<file path="config.mk">
export PLATFORM = sky130hd
export DESIGN_NAME = mem_stage_pipelined
export DESIGN_NICKNAME = d
export VERILOG_FILES = /design/src/rtl/mem_stage_pipelined.sv
export SDC_FILE = /design/constraint.sdc
export NUM_CORES = 2
export LEC_CHECK = 0
export CORE_UTILIZATION = 40
export DETAILED_ROUTE_END_ITERATION = 10
export HOLD_SLACK_MARGIN = 0.03
export SYNTH_ARGS = -nofsm -noshare
export SYNTH_HDL_FRONTEND = slang
export SYNTH_SLANG_ARGS = --single-unit
export TNS_END_PERCENT = 10
</file>
<file path="constraint.sdc">
create_clock -name clock -period 3.5 [get_ports clock]
set_clock_uncertainty 0.05 [all_clocks]
set_input_delay 0.7 -clock clock [delete_from_list [all_inputs] [get_ports clock]]
set_output_delay 0.7 -clock clock [all_outputs]
set_load 0.01 [all_outputs]
</file>
<file path="src/rtl/mem_stage_pipelined.sv">
`default_nettype none
// ============================================================================
// Module      : mem_stage_pipelined
// Description : MEM pipeline stage for the 16-bit processor. Synchronous
//               word-addressed data memory, BEQ/BNE branch resolution and a
//               registered MEM/WB boundary with stall/flush control.
//               Optional feature macro: ADDR_CHECK_EN (out-of-range address
//               detection with a sticky addrErr flag; otherwise addresses
//               wrap modulo DEPTH and addrErr is tied low).
// Revision    : 1.0 - initial release
// ============================================================================
module mem_stage_pipelined #(
  parameter int DATA_W = 16,
  parameter int DEPTH  = 256,
  parameter int REG_W  = 3
) (
  input  logic              clock,
  input  logic              reset_n,
  input  logic              in_valid,
  input  logic              stall,
  input  logic              flush,
  input  logic              MemRead,
  input  logic              MemWrite,
  input  logic              Branch,
  input  logic              BranchNe,
  input  logic              Zero,
  input  logic [DATA_W-1:0] address,
  input  logic [DATA_W-1:0] writeData,
  input  logic [REG_W-1:0]  RegDst,
  output logic              PCSrc,
  output logic              wb_valid,
  output logic [DATA_W-1:0] wb_readData,
  output logic [DATA_W-1:0] wb_aluResult,
  output logic              wb_MemToReg,
  output logic [REG_W-1:0]  wb_RegDst,
  output logic              addrErr
);

  localparam int ADDR_W = $clog2(DEPTH);

  logic [DATA_W-1:0] r_mem [DEPTH];

  logic              r_wb_valid;
  logic [DATA_W-1:0] r_wb_readData;
  logic [DATA_W-1:0] r_wb_aluResult;
  logic              r_wb_MemToReg;
  logic [REG_W-1:0]  r_wb_RegDst;

  logic              w_go;
  logic              w_oob;
  logic              w_we;
  logic [ADDR_W-1:0] w_idx;

  assign w_go  = in_valid & ~stall & ~flush;
  assign w_idx = address[ADDR_W-1:0];

`ifdef ADDR_CHECK_EN
  // One extra bit so DEPTH is representable even when it equals 2**DATA_W.
  localparam logic [DATA_W:0] C_DEPTH = (DATA_W+1)'(DEPTH);

  logic r_addrErr;

  assign w_oob   = w_go & (MemRead | MemWrite) & ({1'b0, address} >= C_DEPTH);
  assign addrErr = r_addrErr;

  // Sticky error flag: set by any out-of-range access, cleared only by reset.
  always_ff @(posedge clock or negedge reset_n) begin
    if (!reset_n)   r_addrErr <= 1'b0;
    else if (w_oob) r_addrErr <= 1'b1;
  end
`else
  // Without checking the upper address bits are simply ignored (wrap).
  assign w_oob   = 1'b0;
  assign addrErr = 1'b0;
`endif

  // A store held in reset must not land, hence the reset_n term.
  assign w_we = reset_n & w_go & MemWrite & ~w_oob;

  // Branch decision is combinational and deliberately ignores stall.
  assign PCSrc = reset_n & in_valid & ~flush & Branch & (Zero ^ BranchNe);

  // Data memory write port; the array itself has no reset.
  always_ff @(posedge clock) begin
    if (w_we) r_mem[w_idx] <= writeData;
  end

  // MEM/WB register: reset > flush > stall > capture/bubble. The read of
  // r_mem sees the pre-edge contents, giving read-before-write on RMW.
  always_ff @(posedge clock or negedge reset_n) begin
    if (!reset_n) begin
      r_wb_valid     <= 1'b0;
      r_wb_readData  <= '0;
      r_wb_aluResult <= '0;
      r_wb_MemToReg  <= 1'b0;
      r_wb_RegDst    <= '0;
    end else if (flush) begin
      r_wb_valid     <= 1'b0;
    end else if (stall) begin
      r_wb_valid     <= r_wb_valid;
    end else if (in_valid) begin
      r_wb_valid     <= 1'b1;
      r_wb_readData  <= (MemRead & ~w_oob) ? r_mem[w_idx] : '0;
      r_wb_aluResult <= address;
      r_wb_MemToReg  <= MemRead;
      r_wb_RegDst    <= RegDst;
    end else begin
      r_wb_valid     <= 1'b0;
    end
  end

  assign wb_valid     = r_wb_valid;
  assign wb_readData  = r_wb_readData;
  assign wb_aluResult = r_wb_aluResult;
  assign wb_MemToReg  = r_wb_MemToReg;
  assign wb_RegDst    = r_wb_RegDst;

endmodule
`default_nettype wire
</file>
==> results.sh <==
export IMPL_status="complete, no violations"
export IMPL_drv_slew=0
export IMPL_synth_seq_area_share_pct=77.72
export IMPL_hold_path_class="in -> async"
export IMPL_ff2ff_setup_slack_ns=0.21
export IMPL_cpMostUsedCell="buf_4"
export IMPL_leakage_uw=0.06226
export IMPL_ant_nets=0
export IMPL_hold_slack_ns=0.08740
export IMPL_yosysUniqueCellTypes=59
export IMPL_die_height_um=633.4
export IMPL_portBuffers=82
export IMPL_worst_ep_arrival_time_ns=4.23
export IMPL_post_dp_hpwl_mm=274.8
export IMPL_antenna_found_initial=17
export IMPL_ys_seq_elements=4133
export IMPL_critPathMaxStageDelay_ns=1.08
export IMPL_netlist_top_cells_count="edfxtp_1, mux4_2, mux2i_1"
export IMPL_worstPathRequired_ns=4.29
export IMPL_tightest_slew_ns=1.214
export IMPL_cp_end_kind="flip-flop"
export IMPL_rsz0062_at_grt="false"
export IMPL_synthFlopType="edfxtp_1"
export IMPL_r2r_end="wb_readData[0]$_DFFE_PN0N_"
export IMPL_period_needed_ns=3.433
export IMPL_cap_violations=0
export IMPL_grt_total_usage_pct=21.44
export IMPL_drive_above_1_share_pct=28.31
export IMPL_ctsLongestPathBuffers=4
export IMPL_critPathTopFamily="simple AND/OR/NAND/NOR gates"
export IMPL_finalSetupTns_ns=0
export IMPL_worst_path_stages=11
export IMPL_initial_core_util_pct=40.24
export IMPL_nets=8881
export IMPL_core_um2=396300
export IMPL_die_w_um=633.4
export IMPL_yosysWarnings=0
export IMPL_path_class="in -> reg"
export IMPL_hold_viol=0
export IMPL_cp_slowest_cell="nor4b_1"
export IMPL_synth_edf_count=4096
export IMPL_synth_top_area_share_pct=77.14
export IMPL_clkSinkCount=4133
export IMPL_clock_root_buffer="clkbuf_16"
export IMPL_yosysTopAreaCell="edfxtp_1"
export IMPL_finalSetupViolCount=0
export IMPL_cts_tree="built"
export IMPL_yosysMostFrequentCell="edfxtp_1"
export IMPL_startpoint_type="primary input"
export IMPL_avgSynthCellArea_um2=20.79
export IMPL_htreeDepth=5
export IMPL_vdd_ir_drop_max_mv=0.4622
export IMPL_relSlewSlack_pct=19.05
export IMPL_powerDensity_nw_per_um2=543.7
export IMPL_wirelength_mm=436.6
export IMPL_finalCritPeriodShare_pct=98.08
export IMPL_synthToLayoutAreaGrowth_pct=19.73
export IMPL_clkTransAtPathRegs_ns=0.06
export IMPL_clkLatencyLatePin_ns=1.00
export IMPL_num_rows=231
export IMPL_grt_pass1_wl_mm=618.1
export IMPL_r2r_start="r_mem[158][0]$_DFFE_PP_"
export IMPL_dieArea_um2=401200
export IMPL_grt_start_max_net_pins=127
export IMPL_critPathCapture="wb_readData[0]$_DFFE_PN0N_"
export IMPL_post_cts_setup_buffers=0
export IMPL_pin_count=84
export IMPL_grt_overflow_total=0
export IMPL_via_per_inst=5.720
export IMPL_critical_path_peak_fanout=22
export IMPL_path_cells="buf_16 > buf_12 > buf_4 > mux4_2 > mux2_2 > nand2_1 > o21ai_0 > nor4b_1 > buf_4 > o21a_1 > a211oi_1"
export IMPL_cts_buffers=414
export IMPL_gp_congestion=0.8735
export IMPL_synthTopCellsByArea="edfxtp_1, mux4_2, mux2i_1, a22oi_1, nor2_1"
export IMPL_async_flop_share_pct=0.8952
export IMPL_netlist_area_um2=159400
export IMPL_remaining_drc_errors=0
export IMPL_wl_per_cell_um=30.29
export IMPL_syn_nets=7715
export IMPL_critPathLaunch="address[0]"
export IMPL_drt_pass1_iter_count=6
export IMPL_max_freq_mhz=291.3
export IMPL_reg2reg_depth=8
export IMPL_grt_pass1_vias=82510
export IMPL_syn_instance_count=7670
export IMPL_vias=82460
export IMPL_cp_num_buf_inv=4
export IMPL_drtIter0Drc=10090
-- worst min path at each step --
stage,endpoint,slack [ns],depth (start not counted)
final,wb_MemToReg$_DFFE_PN0N_,0.09,2
after global routing,wb_aluResult[3]$_DFFE_PN0N_,0.1,2
after CTS,wb_RegDst[2]$_DFFE_PN0N_,0.03,2
after detailed placement,wb_aluResult[11]$_DFFE_PN0N_,0.44,1
after global placement,wb_aluResult[9]$_DFFE_PN0N_,0.44,1
after floorplan,wb_MemToReg$_DFFE_PN0N_,0.35,0
-- flip-flops by register name, summed over array words and instances (netlist names) --
signal        flops
wb_readData      16
wb_RegDst         3
wb_MemToReg       1
r_mem          4096
wb_aluResult     16
wb_valid          1
-- routing by layer --
layer	up-vias	wire (um)	track usage, %
met5	-	13	0
met4	2	16970	7.515
met3	618	33370	3.361
met2	3585	209100	34.49
met1	43900	177200	29.76
li1	34360	-	-
-- cell usage in the layout (no fill, tap or decap), types with 37 or more instances in the layout --
cell type        instances
and3_1                  47
o21ai_0                 61
buf_12                 371
mux4_2                 738
a22oi_1                259
o22ai_1                 93
dfrtp_1                 37
nor2_2                  40
clkbuf_1                80
edfxtp_1              4096
mux2i_1                636
clkbuf_16              420
clkinv_1               102
nand2_1                219
nand3_1                183
a21oi_1                130
buf_4                  760
mux2_2                  49
o211ai_1                48
nor2_1                 263
clkinv_2                62
clkdlybuf4s50_1         58
-- report_power, final --
part / switching (uW) / internal [uW] / total (uW)
clock: 18600 / 24600 / 43200
combinational: 3650 / 2330 / 5980
sequential: 142 / 54500 / 54600
-- per-stage QoR --
stage	utilization, %	power, uW	worst slack [ns]	cells	instance area, um2
6_report	48.18	103800	0.06719	14420	190900
5_1_grt	48.17	106400	0.1560	14410	190900
4_1_cts	48.17	104400	0.1809	14410	190900
3_5_place_dp	44.85	61630	-1.052	13660	177700
3_3_place_gp	44.85	61560	-1.062	13660	177700
2_1_floorplan	-	58120	-0.0004099	7670	159400
-- cell families after synthesis --
logic type | after synthesis | synth area share, %
buffers and inverters | 470 | 1.635
AND/OR/NAND/NOR | 888 | 2.571
XOR/XNOR | 1 | 0.005494
AO/OA/AOI/OAI | 754 | 3.304
multiplexers | 1423 | 14.76
flip-flops | 4133 | 77.72
other | 1 | 0.002352
-- area by class of cell --
class                           count  area (um2)
Fill cell                       31910      205300
Sequential cell                  4133      123900
Multi-Input combinational cell   3067       33190
Timing Repair Buffer             1215       14060
Clock buffer                      505       10880
Tap cell                         5242        6559
Clock inverter                    240        2247
Inverter                            5       23.77
Antenna cell                        8       20.02
-- timing repair --
action                                  CTS  global route
endpoints found under the setup margin    1             0
gates resized for setup                   1             0
hold buffers                              3             0
hold endpoints to repair                 79             0
No activity file was read; power rests on OpenSTA's default activity.
